[config.mk]
export PLATFORM = sky130hd
export DESIGN_NAME = bennett_clock_gen
export DESIGN_NICKNAME = d
export VERILOG_FILES = /design/src/rtl/bennett_pkg.sv /design/src/rtl/bennett_step_timer.sv /design/src/rtl/bennett_clock_gen.sv
export SDC_FILE = /design/constraint.sdc
export NUM_CORES = 1
export LEC_CHECK = 0
export CAP_MARGIN = 15
export CELL_PAD_IN_SITES_DETAIL_PLACEMENT = 0
export CELL_PAD_IN_SITES_GLOBAL_PLACEMENT = 1
export CORE_UTILIZATION = 37
export DETAILED_ROUTE_END_ITERATION = 6
export PLACE_DENSITY = 0.87
export SLEW_MARGIN = 10
export SYNTH_ARGS = -nofsm -noshare
export SYNTH_HDL_FRONTEND = slang
export SYNTH_SLANG_ARGS = --single-unit
export TNS_END_PERCENT = 20
[constraint.sdc]
create_clock -name clk -period 2.3 [get_ports clk]
set_input_delay 0.69 -clock clk [delete_from_list [all_inputs] [get_ports clk]]
set_output_delay 0.69 -clock clk [all_outputs]
set_load 0.05 [all_outputs]
[src/rtl/bennett_pkg.sv]
// Shared types and helpers for the multi-phase Bennett clock generator.
// State encodings are plain constants so legacy netlists can probe them.
package bennett_pkg;

   localparam int MAX_PHASES = 64;

   typedef logic [2:0] state_t;

   localparam state_t ST_IDLE = 3'd0;
   localparam state_t ST_UP   = 3'd1;
   localparam state_t ST_HOLD = 3'd2;
   localparam state_t ST_DOWN = 3'd3;
   localparam state_t ST_DONE = 3'd4;

   function automatic int level_width(input int phases);
      return $clog2(phases + 1);
   endfunction

   // Rail i is asserted iff i < lvl; callers truncate to their rail count.
   function automatic logic [MAX_PHASES-1:0] therm(input int lvl);
      logic [MAX_PHASES-1:0] t;
      for (int i = 0; i < MAX_PHASES; i++) begin
         t[i] = (i < lvl);
      end
      return t;
   endfunction

endpackage

[src/rtl/bennett_step_timer.sv]
// Loadable down-counter pacing ramp levels; expire is high while the count is zero.
module bennett_step_timer
   import bennett_pkg::*;
#(
   parameter int CW = 5
) (
   input  logic          clk,
   input  logic          reset,
   input  logic          clear,
   input  logic          load,
   input  logic [CW-1:0] load_val,
   output logic          expire
);

   localparam logic [CW-1:0] ONE = CW'(1);

   logic [CW-1:0] count;

   always_ff @(posedge clk or posedge reset) begin
      if (reset) begin
         count <= '0;
      end else if (clear) begin
         count <= '0;
      end else if (load) begin
         count <= load_val;
      end else if (count != '0) begin
         count <= count - ONE;
      end
   end

   assign expire = (count == '0);

endmodule

[src/rtl/bennett_clock_gen.sv]
// Multi-phase Bennett clock generator: thermometer ramp up, dwell at full, ramp down,
// with registered complementary rails, master clock and end-of-cycle flag.
module bennett_clock_gen
   import bennett_pkg::*;
#(
   parameter  int PHASES = 11,
   parameter  int DIV_W  = 4,
   parameter  int HOLD_W = 4,
   localparam int LW     = level_width(PHASES)
) (
   input  logic              clk,
   input  logic              reset,
   input  logic              en,
   input  logic              single,
   input  logic              start,
   input  logic [DIV_W-1:0]  step_div,
   input  logic [HOLD_W-1:0] hold_cycles,
   output logic [PHASES-1:0] clkp,
   output logic [PHASES-1:0] clkn,
   output logic              mclk,
   output logic              inst_flag,
   output logic              busy,
   output logic [LW-1:0]     level
);

   // Wide enough for D + H - 1 at maximum inputs without wrapping.
   localparam int CW = ((DIV_W > HOLD_W) ? DIV_W : HOLD_W) + 1;

   localparam logic [LW-1:0] FULL    = LW'(PHASES);
   localparam logic [LW-1:0] L_ONE   = LW'(1);
   localparam logic [CW-1:0] C_ONE   = CW'(1);

   state_t              state;
   state_t              state_n;
   logic [LW-1:0]       level_n;
   logic [DIV_W-1:0]    div_sh;
   logic [HOLD_W-1:0]   hold_sh;
   logic [DIV_W-1:0]    div_eff;
   logic                launch;
   logic                expire;
   logic                t_load;
   logic                t_clear;
   logic [CW-1:0]       t_val;
   logic [PHASES-1:0]   rails_n;

   assign div_eff = (step_div == '0) ? DIV_W'(1) : step_div;
   assign launch  = single ? start : en;

   bennett_step_timer #(
      .CW(CW)
   ) u_timer (
      .clk      (clk),
      .reset    (reset),
      .clear    (t_clear),
      .load     (t_load),
      .load_val (t_val),
      .expire   (expire)
   );

   // Next-state and timer control; shadows supply D and H once a ramp is running.
   always_comb begin
      state_n = state;
      level_n = level;
      t_load  = 1'b0;
      t_clear = 1'b0;
      t_val   = '0;
      case (state)
         ST_IDLE: begin
            if (launch) begin
               state_n = ST_UP;
               level_n = L_ONE;
               t_load  = 1'b1;
               t_val   = CW'(div_eff) - C_ONE;
            end else begin
               t_clear = 1'b1;
            end
         end
         ST_UP: begin
            if (expire) begin
               level_n = level + L_ONE;
               t_load  = 1'b1;
               if (level == FULL - L_ONE) begin
                  state_n = ST_HOLD;
                  t_val   = CW'(div_sh) + CW'(hold_sh) - C_ONE;
               end else begin
                  t_val   = CW'(div_sh) - C_ONE;
               end
            end
         end
         ST_HOLD: begin
            if (expire) begin
               state_n = ST_DOWN;
               level_n = FULL - L_ONE;
               t_load  = 1'b1;
               t_val   = CW'(div_sh) - C_ONE;
            end
         end
         ST_DOWN: begin
            if (expire) begin
               level_n = level - L_ONE;
               if (level == L_ONE) begin
                  state_n = ST_DONE;
               end else begin
                  t_load  = 1'b1;
                  t_val   = CW'(div_sh) - C_ONE;
               end
            end
         end
         ST_DONE: begin
            state_n = ST_IDLE;
         end
         default: begin
            state_n = ST_IDLE;
            level_n = '0;
         end
      endcase
      rails_n = PHASES'(therm(int'(level_n)));
   end

   // All outputs come straight from flops so the rails cannot glitch.
   always_ff @(posedge clk or posedge reset) begin
      if (reset) begin
         state     <= ST_IDLE;
         level     <= '0;
         clkp      <= '0;
         clkn      <= '1;
         mclk      <= 1'b0;
         inst_flag <= 1'b0;
         busy      <= 1'b0;
         div_sh    <= '0;
         hold_sh   <= '0;
      end else begin
         state     <= state_n;
         level     <= level_n;
         clkp      <= rails_n;
         clkn      <= ~rails_n;
         mclk      <= (state_n == ST_HOLD) || (state_n == ST_DOWN) || (state_n == ST_DONE);
         inst_flag <= (state_n == ST_DONE);
         busy      <= (state_n != ST_IDLE);
         if ((state == ST_IDLE) && launch) begin
            div_sh  <= div_eff;
            hold_sh <= hold_cycles;
         end
      end
   end

endmodule
==> results_dict.tcl, run 1 <==
set metrics [dict create \
    first_pass_iters 4 \
    drc 0 \
    final_cells 385 \
    grt_usage 0.171 \
    skew_ns 0.00948 \
    multiInputGateArea_sq_mm 0.00123 \
    coreArea_sq_mm 0.00635 \
    layout_setup_ws_ns 0.0814 \
    num_vias 1973 \
    wl_per_cell_microns 14.6 \
    grt_pass1_wl_mm 9.51 \
    cp_data_arrival_time_ns 2.45 \
    synth.net_count 276 \
    critical_path_class "flip-flop to flip-flop" \
    antennaDiodeCount 0 \
    cts-hold-fix-buffers 0 \
    cp_cell_sequence "inv_2, ha_4, nor4b_4, inv_2, ha_1, nand2b_1, a21oi_1, a211oi_2, inv_2, buf_4, nor3_1" \
    setup.worst_path.end_class "flip-flop" \
    regArea_sq_mm 0.00111 \
    cp_max_fo 5 \
    whs_ns 0.551 \
    maxCapViolCount 0 \
    yosysSeqAreaShare 0.457 \
    fin_crit_sh 0.965 \
    htree_levels 2 \
    antenna_found_initial 0 \
    cts.clk_slew.worst_paths_ns 0.09 \
    powerDensity_mw_per_mm2 1540 \
    setup_violations 0 \
    grt_max_degree 45 \
    drv_slew 0 \
    start_util 0.384 \
    start_kind "flip-flop" \
    crit_path_top_delay_cell "dfrtp_1" \
    outcome "finished clean" \
    die_area_sq_mm 0.00692 \
    fin_nets 337 \
    hold_path_class "flip-flop to flip-flop" \
    final_cell_mix "buf_4, dfrtp_1, nand2_1, clkdlybuf4s50_1, inv_1" \
    clkSinkCount 44 \
    die_x_microns 83.2 \
    ctsLongestPathBuffers 2 \
    final_common_cell "buf_4" \
    wl_mm 5.63 \
    cp_slowest_stage_delay_ns 0.41 \
    grt.overflow.total 0 \
    critPathTopFamily "simple AND/OR/NAND/NOR gates" \
    leakagePower_nw 1.44 \
    syn_avg_cell_area_sq_um 9.91 \
    fin_crit_ns 2.22 \
    ys_types 58 \
    place_inst 374 \
    ir_drop_v 0.000728 \
    clock-root-buffer "clkbuf_8" \
    num-fill-cells 560 \
    synthFlopType "dfrtp_1" \
    synth_edf_count 0 \
    antenna_left 0 \
    hold_viol 0 \
    drive_above_1_share 0.276 \
    clkLatencyLatePin_ns 0.30 \
    worst-path-buf-inv 4 \
    chipHeight_microns 83.2 \
    async_reset_ff_frac 1.00 \
    synth_warnings 0 \
    dpl.hpwl_mm 4.05 \
    syn-cell-area_sq_mm 0.00244 \
    cts-buffers-inserted 5 \
    ios 42 \
    pre_cts_slack_ns -0.359 \
    ys_ff_latch 44 \
    gp_congestion 0.813 \
    worst_pin_slew_ns 0.533 \
    syn-instance-count 246 \
    max_slew_margin 0.642 \
    worstPathRequired_ns 2.53 \
    viasPerCell 5.12 \
    crit_top_cell "inv_2" \
    max_freq_mhz 451 \
    final_util 0.507 \
    drt_iter0_markers 182 \
    io_buffer_count 41 \
    rsz0062_at_grt "yes" \
    tritoncts "done" \
    fp-row-count 29 \
    grt_pass1_vias 1954 \
    area_growth_pct 32.1 \
]
==> sequential cells by signal, summed over array words and instances (netlist names) <==
register and count:
u_timer.count 5, level 3, clkp 11, div_sh 4, clkn 11, state 3, inst_flag 1, mclk 1
busy 1, hold_sh 4
==> synthesized netlist by cell type (2+ instances only) <==
cell,number,area [sq um]
nand2_1,24,90.1
a21oi_1,14,70.1
ha_1,16,200
dfstp_2,11,289
a311oi_1,2,17.5
xor2_1,3,26.3
xnor2_1,4,35.0
or3_1,2,12.5
a211oi_1,2,15.0
o21ai_1,2,10.0
buf_2,7,35.0
o21ai_0,11,55.1
a21o_1,2,15.0
nor2b_1,6,37.5
a2bb2oi_1,2,17.5
inv_2,2,7.51
o21a_1,2,15.0
nand3b_1,4,30.0
nand3_1,6,30.0
inv_1,23,86.3
nor3_1,8,40.0
nand2b_1,6,37.5
mux2_2,2,22.5
dfrtp_1,33,826
a31oi_1,3,18.8
nor2_1,15,56.3
and2_1,3,18.8
==> path summary, 6_finish.rpt <==
| check | start | to | slack (ns) | cells past startpoint |
|---|---|---|---|---|
| min | hold_sh[3] | hold_sh[3] | 0.55 | 2 |
| min in group asynchronous | reset | clkp[1] | 0.72 | 3 |
| max in group asynchronous | reset | clkn[9] | 1.32 | 3 |
| max | u_timer.count[1] | clkn[0] | 0.08 | 11 |
| max reg2reg | u_timer.count[1] | clkn[0] | 0.08 | 11 |
| min reg2reg | hold_sh[3] | hold_sh[3] | 0.55 | 2 |
==> routing by layer <==
metal | global-route usage | vias to the layer above | wire (microns) | part of all wire
met3 | 0.0278 | 8 | 155 | 0.028
met4 | 0.0596 | 0 | 71 | 0.013
met5 | 0 | - | 0 | 0
met2 | 0.272 | 33 | 2700 | 0.48
met1 | 0.237 | 960 | 2700 | 0.48
li1 | - | 972 | - | -
==> worst reg2reg max path, cell delays in order, from the launching register on <==
cell and delay (ns):
dfrtp_1 0.41, inv_2 0.09, ha_4 0.14, nor4b_4 0.24
inv_2 0.06, ha_1 0.27, nand2b_1 0.09, a21oi_1 0.10
a211oi_2 0.32, inv_2 0.13, buf_4 0.16, nor3_1 0.16
==> power breakdown <==
part / leakage, nW / internal [W] / switching (W) / total, W
registers: 0.523 / 0.00112 / 0.000245 / 0.00136
clock network: 0.0548 / 0.000327 / 0.000282 / 0.000609
logic: 0.861 / 0.00120 / 0.00179 / 0.00299
==> area by class of cell <==
cell class,count,share of cell area
clock buffers,5,0.0214
clock inverters,3,0.0144
inverters,26,0.0311
multi-input cells,167,0.381
flip-flops and latches,44,0.346
well taps,77,0.0299
repair buffers,63,0.176
==> cells by family after synthesis <==
family	synth area share
compound gates	0.151
xor+xnor	0.0252
fa+ha+maj	0.0903
buf+inv	0.0647
flops	0.457
mux	0.0210
simple gates	0.190
==> what timing repair did <==
action	4_1_cts	5_1_grt
gates resized for setup	1	13
pin swaps	0	6
endpoints found under the setup margin	10	21
cloned	0	1
setup buffers	0	2
==> per-stage QoR <==
step	setup TNS (ns)	total power (W)	cell area [sq um]
final	0	0.00497	3220
after global routing	-0.0173	0.00534	3220
after CTS	0	0.00485	3140
after detailed placement	-6.93	0.00422	3020
after global placement	-5.72	0.00413	3020
after floorplan	0	0.00335	2440
Power figures use the tool's default switching activity.
==> inputs of run 2 (changes only) <==
CORE_ASPECT_RATIO = 0.6   (was default)
==> run 2 against run 1 <==
Clock power decreased by 4.4%. Wire length increased by 0.52%. Die area increased by 0.16%. Critical endpoint is now busy. Core utilization increased by 1.2 points. Sequential cell count unchanged. Clock skew decreased by 0.0041 ns. Design area increased by 0.19%. Largest power group unchanged. Power increased by 0.57%.
==> results_dict.tcl, run 2 (synthesis gave the netlist of run 1 again) <==
set metrics [dict create \
    wl_per_cell_microns 14.3 \
    power.share.clock 0.117 \
    setup_violations 0 \
    first_pass_iters 4 \
    die_x_microns 107 \
    clkSinkCount 44 \
    whs_ns 0.554 \
    fp-row-count 22 \
    r2r-start "u_timer.count[1]" \
    p_int_w 0.00269 \
    num_vias 1938 \
    switching_share 0.462 \
    drive_above_1_share 0.283 \
    grt_pass1_wl_mm 9.53 \
    combPwrFrac 0.612 \
    ctsLongestPathBuffers 2 \
    grt_usage 0.180 \
    hp-start "hold_sh[1]" \
    skew_ns 0.00538 \
    cts-hold-fix-buffers 0 \
    drv_slew 0 \
    viasPerCell 4.91 \
    seq_power_share 0.271 \
    routed-wl-met2_mm 2.41 \
    dpl.hpwl_mm 4.25 \
    clkLatencyLatePin_ns 0.30 \
    setup.worst_path.end_class "flip-flop" \
    io_buffer_count 41 \
    final_cell_mix "buf_4, dfrtp_1, clkdlybuf4s50_1, nand2_1, inv_1" \
    die_area_sq_mm 0.00693 \
    fin_crit_sh 0.963 \
    worstSetupStartpoint "single" \
    placed_cell_area_sq_mm 0.00303 \
    start_util 0.392 \
    grt_pass1_vias 1913 \
    start_kind "primary input" \
    met3_length_microns 288 \
    ir_drop_v 0.000563 \
    cts-buffers-inserted 5 \
    tritoncts "done" \
    num-fill-cells 581 \
    hold_path_end "hold_sh[1]" \
    area_growth_pct 32.3 \
    antenna_left 0 \
    wirelength_met1_mm 2.94 \
    hold_path_class "flip-flop to flip-flop" \
    coreArea_sq_mm 0.00622 \
    pre_cts_slack_ns -0.267 \
    powerDensity_mw_per_mm2 1550 \
    fin_area_sq_mm 0.00323 \
    final_common_cell "buf_4" \
    r2r-end "clkn[2]" \
    cts.clk_slew.worst_paths_ns 0.08 \
    holdPathStages 2 \
    reg2reg_slack_ns 0.16 \
    clock-root-buffer "clkbuf_8" \
    gp_congestion 0.796 \
    ios 42 \
    max_slew_margin 0.659 \
    fin_crit_ns 2.22 \
    hold_viol 0 \
    layout_setup_ws_ns 0.0841 \
    antennaDiodeCount 0 \
    antenna_found_initial 0 \
    drc 0 \
    outcome "finished clean" \
    wl_mm 5.66 \
    critical_path_class "primary input to flip-flop" \
    chipHeight_microns 64.9 \
    leakagePower_nw 1.43 \
    worst_pin_slew_ns 0.510 \
    max_freq_mhz 451 \
    maxCapViolCount 0 \
    worst-r2r-cell-count 11 \
    dr.max_layer_used "met4" \
    reg_top3 "clkn: 11 flops, clkp: 11 flops, u_timer.count: 5 flops" \
    p_sw_w 0.00231 \
    grt_max_degree 45 \
    cp_data_arrival_time_ns 2.38 \
    worstPathRequired_ns 2.47 \
    cp_max_fo 21 \
    grt.overflow.total 0 \
    fin_nets 340 \
    drt_iter0_markers 152 \
    htree_levels 2 \
]
-- run 2: how the worst max path moves through the flow --
stage	endpoint	slack, ns	depth (start not counted)
global route	clkn[4]	-0.01	11
CTS	busy	0.04	5
global placement	clkp[2]	-0.23	7
finish	busy	0.08	5
detailed placement	busy	-0.27	5
floorplan	clkp[2]	0.07	11
-- run 2: what timing repair did --
action,in CTS,in global routing
pin swaps,0,3
setup endpoints to repair,3,19
cloned,0,0
buffers inserted,0,4
resized for setup,1,13
-- run 2: final cells by class --
cell class / instances / area, sq um / share of cell area
multi-input cells: 166 / 1210 / 0.375
clock inverters: 2 / 35.0 / 0.0109
clock buffers: 6 / 72.6 / 0.0225
well taps: 84 / 105 / 0.0326
repair buffers: 67 / 586 / 0.182
inverters: 26 / 100 / 0.0310
flip-flops and latches: 44 / 1120 / 0.346
-- run 2: power by group through the flow --
| stage | Sequential (W) | Combinational (W) | Clock (W) |
|---|---|---|---|
| 4_1_cts | 0.00135 | 0.00291 | 0.000597 |
| 2_1_floorplan | 0.00188 | 0.00147 | 0 |
| 5_1_grt | 0.00139 | 0.00338 | 0.000627 |
| 3_5_place_dp | 0.00137 | 0.00288 | 0 |
| 3_3_place_gp | 0.00135 | 0.00281 | 0 |
| 6_report | 0.00135 | 0.00306 | 0.000582 |
-- run 2: through the flow --
| stage | std cells | util | power (W) | TNS, ns |
|---|---|---|---|---|
| 3_5_place_dp | 383 | 0.488 | 0.00425 | -4.88 |
| 6_report | 395 | 0.519 | 0.00499 | 0 |
| 2_1_floorplan | 246 | - | 0.00335 | 0 |
| 4_1_cts | 391 | 0.506 | 0.00486 | 0 |
| 5_1_grt | 395 | 0.519 | 0.00540 | -0.0107 |
| 3_3_place_gp | 383 | 0.488 | 0.00417 | -3.65 |
-- run 2: routing by layer --
metal  vias to the layer above  GRT usage
met4                         0     0.0360
li1                        969          -
met1                       921      0.279
met5                         -          0
met2                        46      0.255
met3                         2     0.0372
-- run 2: worst max-delay path: stages --
cell,delay (ns)
clkdlybuf4s50_1,0.49
mux2_4,0.33
and2_1,0.17
buf_6,0.16
or4_1,0.54
==> inputs of run 3 (changes only) <==
CORE_UTILIZATION = 29   (was 37)
PLACE_DENSITY = 0.73   (was 0.87)
==> run 3 against run 2 <==
Clock power up 38%. Design area grew 0.74%. First-iteration DRC count increased by 13%. Combinational power shrank 5%. Critical path type unchanged. Largest cell class unchanged.
==> results_dict.tcl, run 3 (synthesis gave the netlist of run 1 again) <==
set metrics [dict create \
    r2r-start "div_sh[2]" \
    coreArea_sq_mm 0.00801 \
    layout_setup_ws_ns 0.0451 \
    hold_viol 0 \
    multiInputGateArea_sq_mm 0.00120 \
    skew_ns 0.00667 \
    drt_iter0_markers 172 \
    pre_cts_slack_ns -0.301 \
    dpl.hpwl_mm 4.21 \
    clock-root-buffer "clkbuf_16" \
    final_cells 411 \
    cts.clk_slew.worst_paths_ns 0.06 \
    fin_crit_ns 2.25 \
    htree_levels 2 \
    place_inst 402 \
    setup_violations 0 \
    grt.overflow.total 0 \
    clkSinkCount 44 \
    chipHeight_microns 73.0 \
    drv_slew 0 \
    seq_power_share 0.269 \
    combPwrFrac 0.572 \
    switching_share 0.449 \
    drc 0 \
    num_vias 1905 \
    cp_max_fo 21 \
    die_area_sq_mm 0.00879 \
    viasPerCell 4.64 \
    whs_ns 0.546 \
    wl_mm 5.63 \
    worst-r2r-cell-count 9 \
    reg2reg_slack_ns 0.15 \
    io_buffer_count 41 \
    antenna_left 0 \
    area_growth_pct 33.3 \
    final_common_cell "dfrtp_1" \
    num-fill-cells 802 \
    fp-row-count 25 \
    grt_pass1_vias 1818 \
    worstPathRequired_ns 2.44 \
    ios 42 \
    powerDensity_mw_per_mm2 1560 \
    first_pass_iters 4 \
    hp-start "hold_sh[3]" \
    gp_congestion 0.790 \
    antennaDiodeCount 0 \
    clkLatencyLatePin_ns 0.28 \
    r2r-end "u_timer.count[4]" \
    cts-buffers-inserted 5 \
    power.share.clock 0.158 \
    final_util 0.406 \
    final_cell_mix "dfrtp_1, buf_4, clkdlybuf4s50_1, nand2_1, inv_1" \
    tritoncts "done" \
    outcome "finished clean" \
    ir_drop_v 0.000388 \
    grt_usage 0.139 \
    die_x_microns 120 \
    p_int_w 0.00280 \
    reg_top3 "clkn: 11 flops, clkp: 11 flops, u_timer.count: 5 flops" \
    setup.worst_path.end_class "flip-flop" \
    grt_pass1_wl_mm 9.41 \
    drive_above_1_share 0.261 \
    holdPathStages 2 \
    p_sw_w 0.00228 \
    hold_path_end "hold_sh[3]" \
    start_kind "primary input" \
    start_util 0.304 \
    critical_path_class "primary input to flip-flop" \
    hold_path_class "flip-flop to flip-flop" \
    fin_crit_sh 0.980 \
    worst_pin_slew_ns 0.623 \
    antenna_found_initial 0 \
    rsz0062_at_grt "yes" \
    fin_nets 332 \
    cp_data_arrival_time_ns 2.39 \
    ctsLongestPathBuffers 2 \
    regArea_sq_mm 0.00111 \
    grt_max_degree 45 \
    wl_per_cell_microns 13.7 \
    maxCapViolCount 0 \
    max_slew_margin 0.582 \
    max_freq_mhz 443 \
    leakagePower_nw 1.43 \
]
[run 3: cell types whose count changed in the layout (fill, tap and decap cells not counted), sizes merged]
cell  delta
buf      -8
[run 3: per-layer routing]
metal,GRT usage,up-vias,share of wire
met5,0,-,0
met4,0.0329,0,0.0067
met3,0.0328,5,0.051
met2,0.180,40,0.39
met1,0.223,901,0.56
li1,-,959,-
[run 3: worst max path at each step]
stage / startpoint / to
after floorplan: u_timer.count[0] / clkp[2]
after global placement: single / clkp[2]
after detailed placement: single / clkp[2]
after CTS: single / busy
after global routing: u_timer.count[1] / clkp[8]
final: single / busy
[run 3: stage by stage]
stage          total power [W]  TNS, ns  cell area, sq um
6_report               0.00508        0              3250
5_1_grt                0.00549  -0.0336              3250
4_1_cts                0.00503        0              3210
3_5_place_dp           0.00420    -4.54              3040
3_3_place_gp           0.00417    -3.38              3040
2_1_floorplan          0.00335        0              2440
[run 3: power groups by stage]
stage                     combinational (W)  clock [W]  sequential, W
after global placement              0.00279          0        0.00138
after detailed placement            0.00283          0        0.00137
final                               0.00291   0.000805        0.00137
after floorplan                     0.00147          0        0.00188
after CTS                           0.00285   0.000818        0.00136
after global routing                0.00323   0.000854        0.00141
[run 3: worst max-delay path, stage by stage]
cell             delay, ns
clkdlybuf4s50_1       0.47
mux2_4                0.33
and2_1                0.18
buf_6                 0.17
or4_1                 0.55
[run 3: area by class of cell]
cell class / instances / share of cell area
multi-input combinational: 166 / 0.370
sequential: 44 / 0.343
timing repair buffer: 59 / 0.164
tap: 108 / 0.0416
clock buffer: 6 / 0.0397
inverter: 26 / 0.0308
clock inverter: 2 / 0.0108
[run 3: what timing repair did]
item,CTS,global route
buffers inserted,0,1
setup endpoints to repair,5,18
pin swaps,0,2
hold buffers,0,0
gates resized for setup,1,10
